===== src/rtl/shift_seq_pkg.sv =====
// Shared types and constants for the shift sequencer.
package shift_seq_pkg;

  typedef enum logic [1:0] {
    IDLE = 2'd0,
    TX   = 2'd1,
    RX   = 2'd2,
    RESP = 2'd3
  } state_t;

  localparam logic MODE_TX = 1'b0;
  localparam logic MODE_RX = 1'b1;

  // Bits needed for a counter that reaches the full word width.
  function automatic int unsigned cnt_width(input int unsigned width);
    return $clog2(width + 1);
  endfunction

endpackage


===== src/rtl/shift_reg_core.sv =====
// WIDTH-bit parallel-load / shift-left register with synchronous clear.
module shift_reg_core #(
  parameter int unsigned WIDTH = 4
) (
  input  logic             clk,
  input  logic             reset,
  input  logic             load,
  input  logic [WIDTH-1:0] load_data,
  input  logic             shift_en,
  input  logic             shift_in,
  input  logic             clear,
  output logic [WIDTH-1:0] q
);

  // Register update: clear beats load beats shift.
  always_ff @(posedge clk or negedge reset) begin
    if (!reset) begin
      q <= '0;
    end else if (clear) begin
      q <= '0;
    end else if (load) begin
      q <= load_data;
    end else if (shift_en) begin
      q <= {q[WIDTH-2:0], shift_in};
    end
  end

endmodule


===== src/rtl/shift_seq_ctrl.sv =====
// Command sequencer: transmit a parallel word serially MSB first, or
// collect WIDTH serial bits into a word, with a valid/ready result.
module shift_seq_ctrl
  import shift_seq_pkg::*;
#(
  parameter int unsigned WIDTH = 4
) (
  input  logic             clk,
  input  logic             reset,
  input  logic             cmd_valid,
  output logic             cmd_ready,
  input  logic             cmd_mode,
  input  logic [WIDTH-1:0] cmd_data,
  input  logic             ser_in,
  input  logic             ser_in_valid,
  output logic             ser_out,
  output logic             ser_out_valid,
  input  logic             abort,
  output logic             rsp_valid,
  output logic [WIDTH-1:0] rsp_data,
  input  logic             rsp_ready,
  output logic             busy
);

  localparam int unsigned    CW   = cnt_width(WIDTH);
  localparam logic [CW-1:0]  LAST = CW'(WIDTH - 1);

  state_t           state_q, state_d;
  logic [CW-1:0]    cnt_q, cnt_d;
  logic [WIDTH-1:0] echo_q;
  logic             mode_q;
  logic             accept;
  logic             core_load, core_clear, core_shift, core_shift_in;
  logic [WIDTH-1:0] core_q;

  shift_reg_core #(.WIDTH(WIDTH)) u_core (
    .clk       (clk),
    .reset     (reset),
    .load      (core_load),
    .load_data (cmd_data),
    .shift_en  (core_shift),
    .shift_in  (core_shift_in),
    .clear     (core_clear),
    .q         (core_q)
  );

  // State and bit counter registers.
  always_ff @(posedge clk or negedge reset) begin
    if (!reset) begin
      state_q <= IDLE;
      cnt_q   <= '0;
    end else begin
      state_q <= state_d;
      cnt_q   <= cnt_d;
    end
  end

  // Mode and echo latch, captured when a command is accepted.
  always_ff @(posedge clk or negedge reset) begin
    if (!reset) begin
      mode_q <= MODE_TX;
      echo_q <= '0;
    end else if (accept) begin
      mode_q <= cmd_mode;
      if (cmd_mode == MODE_TX) begin
        echo_q <= cmd_data;
      end
    end
  end

  // Next-state, counter and register-control decode.
  // Abort is applied last so it overrides every transition out of a busy state.
  always_comb begin
    state_d    = state_q;
    cnt_d      = cnt_q;
    accept     = 1'b0;
    core_load  = 1'b0;
    core_clear = 1'b0;
    core_shift = 1'b0;
    unique case (state_q)
      IDLE: begin
        cnt_d = '0;
        if (cmd_valid) begin
          accept = 1'b1;
          if (cmd_mode == MODE_TX) begin
            core_load = 1'b1;
            state_d   = TX;
          end else begin
            core_clear = 1'b1;
            state_d    = RX;
          end
        end
      end
      TX: begin
        core_shift = 1'b1;
        cnt_d      = cnt_q + 1'b1;
        if (cnt_q == LAST) begin
          state_d = RESP;
        end
      end
      RX: begin
        if (ser_in_valid) begin
          core_shift = 1'b1;
          cnt_d      = cnt_q + 1'b1;
          if (cnt_q == LAST) begin
            state_d = RESP;
          end
        end
      end
      RESP: begin
        if (rsp_ready) begin
          state_d = IDLE;
          cnt_d   = '0;
        end
      end
      default: begin
        state_d = IDLE;
        cnt_d   = '0;
      end
    endcase
    if (abort && (state_q != IDLE)) begin
      state_d    = IDLE;
      cnt_d      = '0;
      core_shift = 1'b0;
    end
  end

  // Outputs decoded from registered state only.
  always_comb begin
    core_shift_in = (state_q == RX) ? ser_in : 1'b0;
    cmd_ready     = (state_q == IDLE);
    busy          = (state_q != IDLE);
    ser_out_valid = (state_q == TX);
    ser_out       = (state_q == TX) ? core_q[WIDTH-1] : 1'b0;
    rsp_valid     = (state_q == RESP);
    rsp_data      = '0;
    if (state_q == RESP) begin
      rsp_data = (mode_q == MODE_TX) ? echo_q : core_q;
    end
  end

endmodule


===== config.mk =====
export PLATFORM = sky130hd
export DESIGN_NAME = shift_seq_ctrl
export DESIGN_NICKNAME = d
export VERILOG_FILES = /design/src/rtl/shift_seq_pkg.sv /design/src/rtl/shift_reg_core.sv /design/src/rtl/shift_seq_ctrl.sv
export SDC_FILE = /design/constraint.sdc
export NUM_CORES = 1
export LEC_CHECK = 0
export BUFFER_PORTS_ARGS = -buffer_cell sky130_fd_sc_hd__buf_2
export CAP_MARGIN = 0
export CORE_MARGIN = 4
export CORE_UTILIZATION = 56
export DETAILED_ROUTE_END_ITERATION = 8
export PLACE_DENSITY_LB_ADDON = 0.25
export RECOVER_POWER = 50
export SLEW_MARGIN = 25
export SYNTH_ARGS = -nofsm -noshare
export SYNTH_HDL_FRONTEND = slang
export SYNTH_SLANG_ARGS = --single-unit

===== constraint.sdc =====
create_clock -name clk -period 2.4 [get_ports clk]
set_input_delay 0.12 -clock clk [delete_from_list [all_inputs] [get_ports clk]]
set_output_delay 0.12 -clock clk [all_outputs]
set_load 0.005 [all_outputs]

==> run_summary.xml, run 1 <==
<?xml version="1.0" encoding="UTF-8"?>
<metrics>
  <group name="critical_path">
    <metric name="r2r-start" unit="">state_q[0]</metric>
    <metric name="cell_at_the_slowest_stage_of_the_critical_path" unit="">sky130_fd_sc_hd__or4_1</metric>
    <metric name="critical_path.endpoint_type" unit="">flop</metric>
    <metric name="number_of_gates_on_the_worst_path_with_buffers_counted" unit="">5</metric>
    <metric name="ff2ff_setup_slack" unit="ps">630</metric>
    <metric name="crit_path_start" unit="">state_q[0]</metric>
    <metric name="cp_top_delay_family" unit="">simple AND/OR/NAND/NOR gates</metric>
    <metric name="path_max_fanout" unit="">7</metric>
    <metric name="worstPathBufferInverterCount" unit="">2</metric>
    <metric name="start_kind" unit="">flop</metric>
    <metric name="cp_cell_sequence" unit="">inv_1 &gt; ha_1 &gt; inv_2 &gt; or4_1 &gt; a21oi_1</metric>
    <metric name="crit_arrival" unit="ps">1970</metric>
    <metric name="timing.rr.end" unit="">cnt_q[2]</metric>
    <metric name="crit_type" unit="">reg2reg</metric>
    <metric name="worstPathRequired" unit="ps">2600</metric>
    <metric name="timing.critical_path.to" unit="">cnt_q[2]</metric>
    <metric name="worstRegToRegCells" unit="">5</metric>
    <metric name="critPathMaxStageDelay" unit="ps">530</metric>
  </group>
  <group name="global_route">
    <metric name="number_of_global_route_vias_before_repair" unit="">700</metric>
    <metric name="grt_antenna_before_repair" unit="">0</metric>
    <metric name="grt.met1_usage" unit="">0.271</metric>
    <metric name="grt_start_max_net_pins" unit="">15</metric>
    <metric name="grt_util_all_layers" unit="">0.197</metric>
    <metric name="overflow" unit="">0</metric>
    <metric name="global_route.peak_usage_layer" unit="">met2</metric>
    <metric name="grt_pass1_wl" unit="um">3080</metric>
    <metric name="globalRouteMet3Util" unit="">0.0332</metric>
    <metric name="met2_usage" unit="">0.314</metric>
  </group>
  <group name="worst_hold_path">
    <metric name="hold_path_class" unit="">in2reg</metric>
  </group>
  <group name="pwr">
    <metric name="pwr_density_cell" unit="mW/mm^2">1220</metric>
    <metric name="static-leakage-power" unit="uW">0.000499</metric>
    <metric name="post-layout-total-power" unit="uW">1280</metric>
    <metric name="vdd_ir_drop_max" unit="mV">0.821</metric>
  </group>
  <group name="die">
    <metric name="die_width" unit="um">48.1</metric>
    <metric name="rows" unit="">14</metric>
    <metric name="boundary_pins" unit="">21</metric>
    <metric name="die_h" unit="um">48.1</metric>
    <metric name="floorplan.initialDensity" unit="">0.598</metric>
    <metric name="core_area" unit="mm^2">0.00151</metric>
    <metric name="die-area" unit="mm^2">0.00231</metric>
  </group>
  <group name="timing">
    <metric name="worst-slew-pin-transition" unit="ps">772</metric>
    <metric name="finalSetupTns" unit="ps">0</metric>
    <metric name="setup_ws" unit="ps">631</metric>
    <metric name="fin_crit_period" unit="ps">1770</metric>
    <metric name="timing.max_slew.rel_slack" unit="">0.485</metric>
    <metric name="timing.clock.skew" unit="ps">5.12</metric>
    <metric name="final-setup-viol-count" unit="">0</metric>
    <metric name="timing_max_transition_violations_final" unit="">0</metric>
    <metric name="hold_viol" unit="">0</metric>
    <metric name="fmax" unit="MHz">565</metric>
    <metric name="grt_setup_unrepaired" unit="">no</metric>
    <metric name="final_min_period_over_clock_period" unit="">0.737</metric>
  </group>
  <group name="synth">
    <metric name="synth.avg_cell_area" unit="um^2">9.48</metric>
    <metric name="netlist_instances" unit="">95</metric>
    <metric name="post_synth_main_area_contributors" unit="">sky130_fd_sc_hd__dfrtp_1, sky130_fd_sc_hd__ha_1, sky130_fd_sc_hd__nor2b_1</metric>
    <metric name="yosys_register_bits" unit="">14</metric>
    <metric name="yosysWarningCount" unit="">0</metric>
    <metric name="synthDistinctLibCells" unit="">28</metric>
    <metric name="area_fraction_of_the_dominant_cell_type_after_synthesis" unit="">0.389</metric>
    <metric name="yosysSeqAreaShare" unit="">0.389</metric>
    <metric name="mappedNetlistArea" unit="um^2">901</metric>
    <metric name="netlist.top_cell.by_area" unit="">sky130_fd_sc_hd__dfrtp_1</metric>
    <metric name="synth_nets" unit="">115</metric>
  </group>
  <group name="finish">
    <metric name="postLayoutCoreUtil" unit="">0.698</metric>
    <metric name="insertedDiodeCount" unit="">0</metric>
    <metric name="num-nets-final" unit="">138</metric>
    <metric name="post_layout_nonfiller_instances" unit="">133</metric>
    <metric name="final_layout_size_suffix_gt1_frac" unit="">0.205</metric>
    <metric name="syn2layout_area_growth" unit="%">16.7</metric>
  </group>
  <group name="placed_design">
    <metric name="buffer_ports.inserted" unit="">20</metric>
    <metric name="hpwl" unit="um">1590</metric>
    <metric name="routabilityCongestion" unit="">0.862</metric>
    <metric name="placed_cells_incl_taps" unit="">128</metric>
    <metric name="post-place-ws" unit="ps">647</metric>
  </group>
  <group name="clocking">
    <metric name="clock_tree_root" unit="">sky130_fd_sc_hd__clkbuf_4</metric>
    <metric name="numClockSinks" unit="">14</metric>
    <metric name="cts.reportedPaths.clkPinSlew" unit="ps">90</metric>
    <metric name="cts_tree" unit="">built</metric>
    <metric name="cts_made_buffers" unit="">3</metric>
    <metric name="clock_path_buffers" unit="">2</metric>
    <metric name="postCtsSetupBuffers" unit="">0</metric>
    <metric name="h-tree-depth" unit="">1</metric>
    <metric name="clk_latency" unit="ps">280</metric>
  </group>
  <group name="detailed_routing">
    <metric name="drt-pass1-iter-count" unit="">4</metric>
    <metric name="drt_first_iter_violations" unit="">17</metric>
    <metric name="routed_vias" unit="">784</metric>
    <metric name="route.antenna.remaining_nets" unit="">0</metric>
    <metric name="wl" unit="um">2010</metric>
    <metric name="vias_per_cell" unit="">5.89</metric>
    <metric name="avgRoutedWirePerCell" unit="um">15.1</metric>
    <metric name="detail_route.drc_violations" unit="">0</metric>
  </group>
  <group name="status">
    <metric name="status" unit="">complete, no violations</metric>
  </group>
  <group name="run">
    <metric name="max-cap-violations" unit="">0</metric>
  </group>
</metrics>
[power breakdown]
part | total (uW) | switching [uW] | leakage [uW] | internal (uW)
clock network | 171 | 79.3 | 0.0000210 | 92.2
logic | 673 | 372 | 0.000301 | 301
registers | 434 | 88.3 | 0.000176 | 346
[final cells by class]
type                            count  area [um^2]
Clock buffer                        4         36.3
Fill cell                         116          455
Inverter                            6         22.5
Multi-Input combinational cell     72          515
Sequential cell                    14          350
Tap cell                           16         20.0
Timing Repair Buffer               21          106
[placed cells by master, fill, tap and decap left out, types with 3 or more instances in the layout]
| cell | count |
|---|---|
| sky130_fd_sc_hd__a21oi_1 | 8 |
| sky130_fd_sc_hd__ha_1 | 8 |
| sky130_fd_sc_hd__nand2_1 | 8 |
| sky130_fd_sc_hd__dfrtp_1 | 14 |
| sky130_fd_sc_hd__nor2b_1 | 8 |
| sky130_fd_sc_hd__nand2b_1 | 4 |
| sky130_fd_sc_hd__o211ai_1 | 3 |
| sky130_fd_sc_hd__o21ai_0 | 6 |
| sky130_fd_sc_hd__clkbuf_1 | 3 |
| sky130_fd_sc_hd__buf_2 | 17 |
| sky130_fd_sc_hd__inv_1 | 5 |
| sky130_fd_sc_hd__mux2i_1 | 4 |
| sky130_fd_sc_hd__clkbuf_4 | 3 |
[per-layer routing]
layer | share of wire | vias up
met1 | 0.46 | 364
met2 | 0.47 | 27
li1 | - | 389
met3 | 0.061 | 4
met4 | 0.011 | 0
met5 | 0 | -
[stage by stage]
stage | hold slack, ps | cell area (um^2)
global placement | 33.1 | 1010
finish | 56.7 | 1050
floorplan | -176 | 901
detailed placement | 36.1 | 1010
global route | 64.8 | 1050
CTS | 56.7 | 1050
[tightest hold or removal path, cell delays in order]
cell and delay, ps:
sky130_fd_sc_hd__buf_2 70, sky130_fd_sc_hd__nand2_1 50, sky130_fd_sc_hd__nand2_1 50
[registers in the layout, summed over array words and instances, names as in the netlist]
register,cells
cnt_q,3
echo_q,4
mode_q,1
state_q,2
u_core.q,4
[synthesized netlist by cell type (all sizes together)]
cell type / n
a211oi: 2
a21o: 1
a21oi: 8
a31oi: 2
a41oi: 2
and2: 1
and3b: 1
and4: 1
buf: 1
clkbuf: 2
dfrtp: 14
ha: 8
inv: 6
mux2: 2
mux2i: 4
nand2: 8
nand2b: 4
nand3: 1
nand4: 2
nor2b: 8
o211ai: 3
o21ai: 6
o311ai: 2
o31ai: 2
or2b: 1
or3: 1
or4: 2
[cells by family (layout without fill, tap and decap cells)]
group | after synthesis | count (layout) | share of synthesized area
buffers and inverters | 9 | 31 | 0.0389
AND/OR/NAND/NOR | 30 | 30 | 0.194
flip-flops | 14 | 14 | 0.389
AO/OA/AOI/OAI | 28 | 28 | 0.197
multiplexers | 6 | 6 | 0.0694
adder cells (fa/ha/maj) | 8 | 8 | 0.111
[worst min path at each step]
stage           endpoint         from  slack [ps]  cells past startpoint
2_1_floorplan   cnt_q[0]        reset        -180                      0
3_3_place_gp   echo_q[1]        reset          30                      1
3_5_place_dp   echo_q[1]        reset          40                      1
4_1_cts        echo_q[3]  cmd_data[3]          60                      3
5_1_grt        echo_q[3]  cmd_data[3]          60                      3
6_report       echo_q[3]  cmd_data[3]          60                      3
[timing repair]
item                      4_1_cts  5_1_grt
gates resized for setup         0        0
hold buffers                    1        0
hold endpoints to repair       14        0
No activity file was read; power rests on OpenSTA's default activity.
==> run 2, diff against run 1 <==
Settings changed: CORE_ASPECT_RATIO from default to 1.25, CORE_UTILIZATION 56 to 52.
Clock period 2.4 ns to 1.7 ns, I/O delays scaled along.
==> run_summary.xml, run 2 (same netlist as run 1, synthesis figures left out) <==
<?xml version="1.0" encoding="UTF-8"?>
<metrics>
  <group name="critical_path">
    <metric name="worstPathRequired" unit="ps">1910</metric>
    <metric name="crit_type" unit="">reg2reg</metric>
    <metric name="start_kind" unit="">flop</metric>
    <metric name="crit_arrival" unit="ps">1820</metric>
    <metric name="path_max_fanout" unit="">5</metric>
    <metric name="critical_path.endpoint_type" unit="">flop</metric>
    <metric name="ff2ff_setup_slack" unit="ps">90</metric>
  </group>
  <group name="timing">
    <metric name="hold_viol" unit="">0</metric>
    <metric name="fmax" unit="MHz">623</metric>
    <metric name="finalSetupTns" unit="ps">0</metric>
    <metric name="grt_setup_unrepaired" unit="">no</metric>
    <metric name="timing_max_transition_violations_final" unit="">0</metric>
    <metric name="worst-slew-pin-transition" unit="ps">759</metric>
    <metric name="timing.max_slew.rel_slack" unit="">0.494</metric>
    <metric name="final_min_period_over_clock_period" unit="">0.944</metric>
    <metric name="fin_crit_period" unit="ps">1610</metric>
    <metric name="worst_hold_slack" unit="ps">15.1</metric>
    <metric name="timing.clock.skew" unit="ps">1.80</metric>
    <metric name="final-setup-viol-count" unit="">0</metric>
  </group>
  <group name="placed_design">
    <metric name="routabilityCongestion" unit="">0.780</metric>
    <metric name="hpwl" unit="um">1650</metric>
    <metric name="buffer_ports.inserted" unit="">20</metric>
  </group>
  <group name="clocking">
    <metric name="cts_tree" unit="">built</metric>
    <metric name="clock_tree_root" unit="">sky130_fd_sc_hd__clkbuf_4</metric>
    <metric name="numClockSinks" unit="">14</metric>
    <metric name="clock_path_buffers" unit="">2</metric>
    <metric name="cts.reportedPaths.clkPinSlew" unit="ps">90</metric>
    <metric name="clk_latency" unit="ps">280</metric>
    <metric name="h-tree-depth" unit="">1</metric>
    <metric name="cts_made_buffers" unit="">3</metric>
  </group>
  <group name="die">
    <metric name="die-area" unit="mm^2">0.00247</metric>
    <metric name="die_h" unit="um">54.5</metric>
    <metric name="floorplan.initialDensity" unit="">0.563</metric>
    <metric name="die_width" unit="um">45.2</metric>
    <metric name="rows" unit="">16</metric>
    <metric name="core_area" unit="mm^2">0.00160</metric>
    <metric name="boundary_pins" unit="">21</metric>
  </group>
  <group name="detailed_routing">
    <metric name="routed_vias" unit="">803</metric>
    <metric name="wl" unit="um">2070</metric>
    <metric name="drt-pass1-iter-count" unit="">4</metric>
    <metric name="drt_first_iter_violations" unit="">19</metric>
    <metric name="route.antenna.remaining_nets" unit="">0</metric>
    <metric name="detail_route.drc_violations" unit="">0</metric>
    <metric name="vias_per_cell" unit="">5.74</metric>
    <metric name="avgRoutedWirePerCell" unit="um">14.8</metric>
  </group>
  <group name="global_route">
    <metric name="grt_antenna_before_repair" unit="">0</metric>
    <metric name="grt_start_max_net_pins" unit="">15</metric>
    <metric name="overflow" unit="">0</metric>
    <metric name="grt_util_all_layers" unit="">0.196</metric>
    <metric name="number_of_global_route_vias_before_repair" unit="">827</metric>
    <metric name="grt_pass1_wl" unit="um">3510</metric>
  </group>
  <group name="pwr">
    <metric name="static-leakage-power" unit="uW">0.000530</metric>
    <metric name="pwr_density_cell" unit="mW/mm^2">1760</metric>
    <metric name="power_report.internal_total" unit="uW">1150</metric>
    <metric name="power.net_switching" unit="uW">806</metric>
    <metric name="power.switching_fraction" unit="">0.413</metric>
    <metric name="pwr-share-comb" unit="">0.570</metric>
    <metric name="portion_of_total_power_attributed_to_sequential_cells" unit="">0.306</metric>
    <metric name="clock_power_share" unit="">0.124</metric>
    <metric name="vdd_ir_drop_max" unit="mV">1.22</metric>
    <metric name="post-layout-total-power" unit="uW">1950</metric>
  </group>
  <group name="finish">
    <metric name="reg_top3" unit="">echo_q: 4 flops, u_core.q: 4 flops, cnt_q: 3 flops</metric>
    <metric name="syn2layout_area_growth" unit="%">23.2</metric>
    <metric name="num-nets-final" unit="">143</metric>
    <metric name="layout.cells.most_common" unit="">sky130_fd_sc_hd__buf_2</metric>
    <metric name="insertedDiodeCount" unit="">0</metric>
    <metric name="mostFrequentLayoutCells" unit="">sky130_fd_sc_hd__buf_2, sky130_fd_sc_hd__dfrtp_1, sky130_fd_sc_hd__nor2b_1, sky130_fd_sc_hd__a21oi_1, sky130_fd_sc_hd__nand2_1</metric>
    <metric name="final_layout_size_suffix_gt1_frac" unit="">0.262</metric>
  </group>
  <group name="status">
    <metric name="status" unit="">complete, no violations</metric>
  </group>
  <group name="worst_hold_path">
    <metric name="hold_path_class" unit="">in2reg</metric>
  </group>
  <group name="run">
    <metric name="max-cap-violations" unit="">0</metric>
  </group>
</metrics>
run 2: routing by layer:
metal | global-route usage | wire (um) | up-vias
li1 | - | - | 399
met1 | 0.226 | 874 | 379
met2 | 0.354 | 1090 | 20
met3 | 0.0230 | 76 | 5
met4 | 0.0927 | 32 | 0
met5 | 0 | 0 | -
run 2: final cells by class:
type / count / area [um^2]
multi-input combinational: 72 / 533
fill: 135 / 492
sequential: 14 / 350
timing repair buffer: 26 / 145
clock buffer: 4 / 36.3
inverter: 6 / 22.5
tap: 18 / 22.5
run 2: final timing paths:
kind | startpoint | endpoint | cells past startpoint
worst max-delay path | state_q[1] | cnt_q[2] | 5
worst min-delay path | cmd_data[3] | echo_q[3] | 3
min in group asynchronous | reset | echo_q[3] | 2
max in group asynchronous | reset | echo_q[0] | 2
worst max register to register | state_q[1] | cnt_q[2] | 5
worst min register to register | echo_q[0] | echo_q[0] | 1
run 2: what timing repair did:
item                                    4_1_cts  5_1_grt
resized for setup                             1        2
buffers inserted                              0        0
hold buffers                                  1        0
endpoints found under the setup margin        2        4
endpoints found under the hold margin        14        0
run 2: stage by stage:
step / util / cell area (um^2) / setup WS [ps] / std cells
after floorplan: - / 901 / 112 / 95
final: 0.693 / 1110 / 94.6 / 140
after detailed placement: 0.655 / 1050 / 7.24 / 135
after global routing: 0.693 / 1110 / 11.6 / 140
after global placement: 0.655 / 1050 / 101 / 135
after CTS: 0.685 / 1100 / 21.5 / 140
run 2: power groups by stage:
stage / clock (uW) / sequential [uW] / combinational, uW
floorplan: 0 / 566 / 738
global placement: 0 / 602 / 983
detailed placement: 0 / 608 / 1030
CTS: 242 / 598 / 1060
global route: 258 / 620 / 1240
finish: 243 / 597 / 1110
run 2: worst max-delay path: stages (launching register included):
cell and delay (ps):
sky130_fd_sc_hd__dfrtp_1 380, sky130_fd_sc_hd__buf_4 150, sky130_fd_sc_hd__ha_1 190, sky130_fd_sc_hd__nor2b_1 180
sky130_fd_sc_hd__or4_1 480, sky130_fd_sc_hd__a21oi_1 150
==> run 3, diff against run 2 <==
Settings changed: RECOVER_POWER 50 to default.
==> run_summary.xml, run 3 (same netlist as run 1, synthesis figures left out) <==
<?xml version="1.0" encoding="UTF-8"?>
<metrics>
  <group name="status">
    <metric name="status" unit="">complete, no violations</metric>
  </group>
  <group name="clocking">
    <metric name="clock_tree_root" unit="">sky130_fd_sc_hd__clkbuf_4</metric>
    <metric name="cts_made_buffers" unit="">3</metric>
    <metric name="cts.reportedPaths.clkPinSlew" unit="ps">90</metric>
    <metric name="h-tree-depth" unit="">1</metric>
    <metric name="numClockSinks" unit="">14</metric>
    <metric name="cts_tree" unit="">built</metric>
    <metric name="clock_path_buffers" unit="">2</metric>
    <metric name="clk_latency" unit="ps">280</metric>
  </group>
  <group name="detailed_routing">
    <metric name="route.antenna.remaining_nets" unit="">0</metric>
    <metric name="drt_first_iter_violations" unit="">19</metric>
    <metric name="wl" unit="um">2070</metric>
    <metric name="avgRoutedWirePerCell" unit="um">14.8</metric>
    <metric name="detail_route.drc_violations" unit="">0</metric>
    <metric name="routed_vias" unit="">801</metric>
    <metric name="vias_per_cell" unit="">5.72</metric>
    <metric name="drt-pass1-iter-count" unit="">4</metric>
  </group>
  <group name="critical_path">
    <metric name="cp_cell_sequence" unit="">inv_1 &gt; ha_4 &gt; inv_2 &gt; or4_1 &gt; a21oi_1</metric>
    <metric name="critPathMaxStageDelay" unit="ps">520</metric>
    <metric name="worstPathRequired" unit="ps">1910</metric>
    <metric name="start_kind" unit="">flop</metric>
    <metric name="path_max_fanout" unit="">7</metric>
    <metric name="crit_type" unit="">reg2reg</metric>
    <metric name="cell_at_the_slowest_stage_of_the_critical_path" unit="">sky130_fd_sc_hd__or4_1</metric>
    <metric name="critical_path.endpoint_type" unit="">flop</metric>
    <metric name="crit_arrival" unit="ps">1810</metric>
  </group>
  <group name="global_route">
    <metric name="number_of_global_route_vias_before_repair" unit="">827</metric>
    <metric name="grt_util_all_layers" unit="">0.196</metric>
    <metric name="grt_antenna_before_repair" unit="">0</metric>
    <metric name="overflow" unit="">0</metric>
    <metric name="grt_start_max_net_pins" unit="">15</metric>
    <metric name="grt_pass1_wl" unit="um">3510</metric>
  </group>
  <group name="pwr">
    <metric name="vdd_ir_drop_max" unit="mV">1.21</metric>
    <metric name="static-leakage-power" unit="uW">0.000537</metric>
    <metric name="pwr_density_cell" unit="mW/mm^2">1760</metric>
    <metric name="post-layout-total-power" unit="uW">1950</metric>
  </group>
  <group name="die">
    <metric name="floorplan.initialDensity" unit="">0.563</metric>
    <metric name="die-area" unit="mm^2">0.00247</metric>
    <metric name="die_width" unit="um">45.2</metric>
    <metric name="boundary_pins" unit="">21</metric>
    <metric name="core_area" unit="mm^2">0.00160</metric>
    <metric name="rows" unit="">16</metric>
    <metric name="die_h" unit="um">54.5</metric>
  </group>
  <group name="finish">
    <metric name="postLayoutCoreUtil" unit="">0.695</metric>
    <metric name="post_layout_nonfiller_instances" unit="">140</metric>
    <metric name="mostFrequentLayoutCells" unit="">sky130_fd_sc_hd__buf_2, sky130_fd_sc_hd__dfrtp_1, sky130_fd_sc_hd__nor2b_1, sky130_fd_sc_hd__a21oi_1, sky130_fd_sc_hd__nand2_1</metric>
    <metric name="syn2layout_area_growth" unit="%">23.5</metric>
    <metric name="final_layout_size_suffix_gt1_frac" unit="">0.279</metric>
    <metric name="layout.cells.most_common" unit="">sky130_fd_sc_hd__buf_2</metric>
    <metric name="reg_top3" unit="">echo_q: 4 flops, u_core.q: 4 flops, cnt_q: 3 flops</metric>
    <metric name="num-nets-final" unit="">143</metric>
    <metric name="insertedDiodeCount" unit="">0</metric>
  </group>
  <group name="timing">
    <metric name="worst-slew-pin-transition" unit="ps">499</metric>
    <metric name="hold_viol" unit="">0</metric>
    <metric name="timing_max_transition_violations_final" unit="">0</metric>
    <metric name="final-setup-viol-count" unit="">0</metric>
    <metric name="fin_crit_period" unit="ps">1600</metric>
    <metric name="fmax" unit="MHz">624</metric>
    <metric name="timing.max_slew.rel_slack" unit="">0.666</metric>
    <metric name="final_min_period_over_clock_period" unit="">0.942</metric>
    <metric name="timing.clock.skew" unit="ps">2.55</metric>
    <metric name="grt_setup_unrepaired" unit="">no</metric>
    <metric name="finalSetupTns" unit="ps">0</metric>
    <metric name="worst_hold_slack" unit="ps">14.8</metric>
  </group>
  <group name="run">
    <metric name="max-cap-violations" unit="">0</metric>
  </group>
  <group name="placed_design">
    <metric name="routabilityCongestion" unit="">0.780</metric>
    <metric name="hpwl" unit="um">1650</metric>
    <metric name="placed_cells_incl_taps" unit="">135</metric>
    <metric name="buffer_ports.inserted" unit="">20</metric>
  </group>
  <group name="worst_hold_path">
    <metric name="hold_path_class" unit="">in2reg</metric>
  </group>
</metrics>
-- run 3: final cells by class --
type	count	area, um^2
inverters	6	22.5
multi-input cells	72	533
well taps	18	22.5
repair buffers	26	148
clock buffers	4	36.3
flip-flops and latches	14	350
fillers	133	489
-- run 3: timing repair --
action	CTS	global route
hold buffers	1	0
endpoints found under the hold margin	14	0
setup endpoints to repair	2	4
gates resized for setup	1	2
setup buffers	0	0
-- run 3: path summary, 6_finish.rpt --
path / start / endpoint / slack (ps) / depth (start not counted)
max: state_q[0] / cnt_q[2] / 100 / 5
min: cmd_data[3] / echo_q[3] / 10 / 3
max reg2reg: state_q[0] / cnt_q[2] / 100 / 5
min reg2reg: echo_q[0] / echo_q[0] / 520 / 1
max in group asynchronous: reset / echo_q[1] / 1240 / 2
min in group asynchronous: reset / echo_q[3] / 220 / 2
-- run 3: report_power, final --
group	internal [uW]	total, uW	switching, uW
combinational	531	1110	584
clock	130	242	112
sequential	488	597	109
total	1150	1950	804
-- run 3: stage by stage --
stage          instance area [um^2]  setup slack (ps)
2_1_floorplan                   901               112
3_3_place_gp                   1050               101
6_report                       1110              98.4
4_1_cts                        1100              21.5
3_5_place_dp                   1050              7.24
5_1_grt                        1110              11.6
-- run 3: routing by layer --
layer / up-vias / GRT usage / share of wire
li1: 400 / - / -
met1: 380 / 0.226 / 0.42
met3: 5 / 0.0230 / 0.036
met4: 0 / 0.0927 / 0.015
met2: 16 / 0.354 / 0.52
met5: - / 0 / 0
-- run 3: critical path: cells and delay by family (launching register included) --
kind,cells,cell delay [ps]
simple gates,1,520
flops,1,350
fa+ha+maj,1,320
buf+inv,2,180
compound gates,1,150
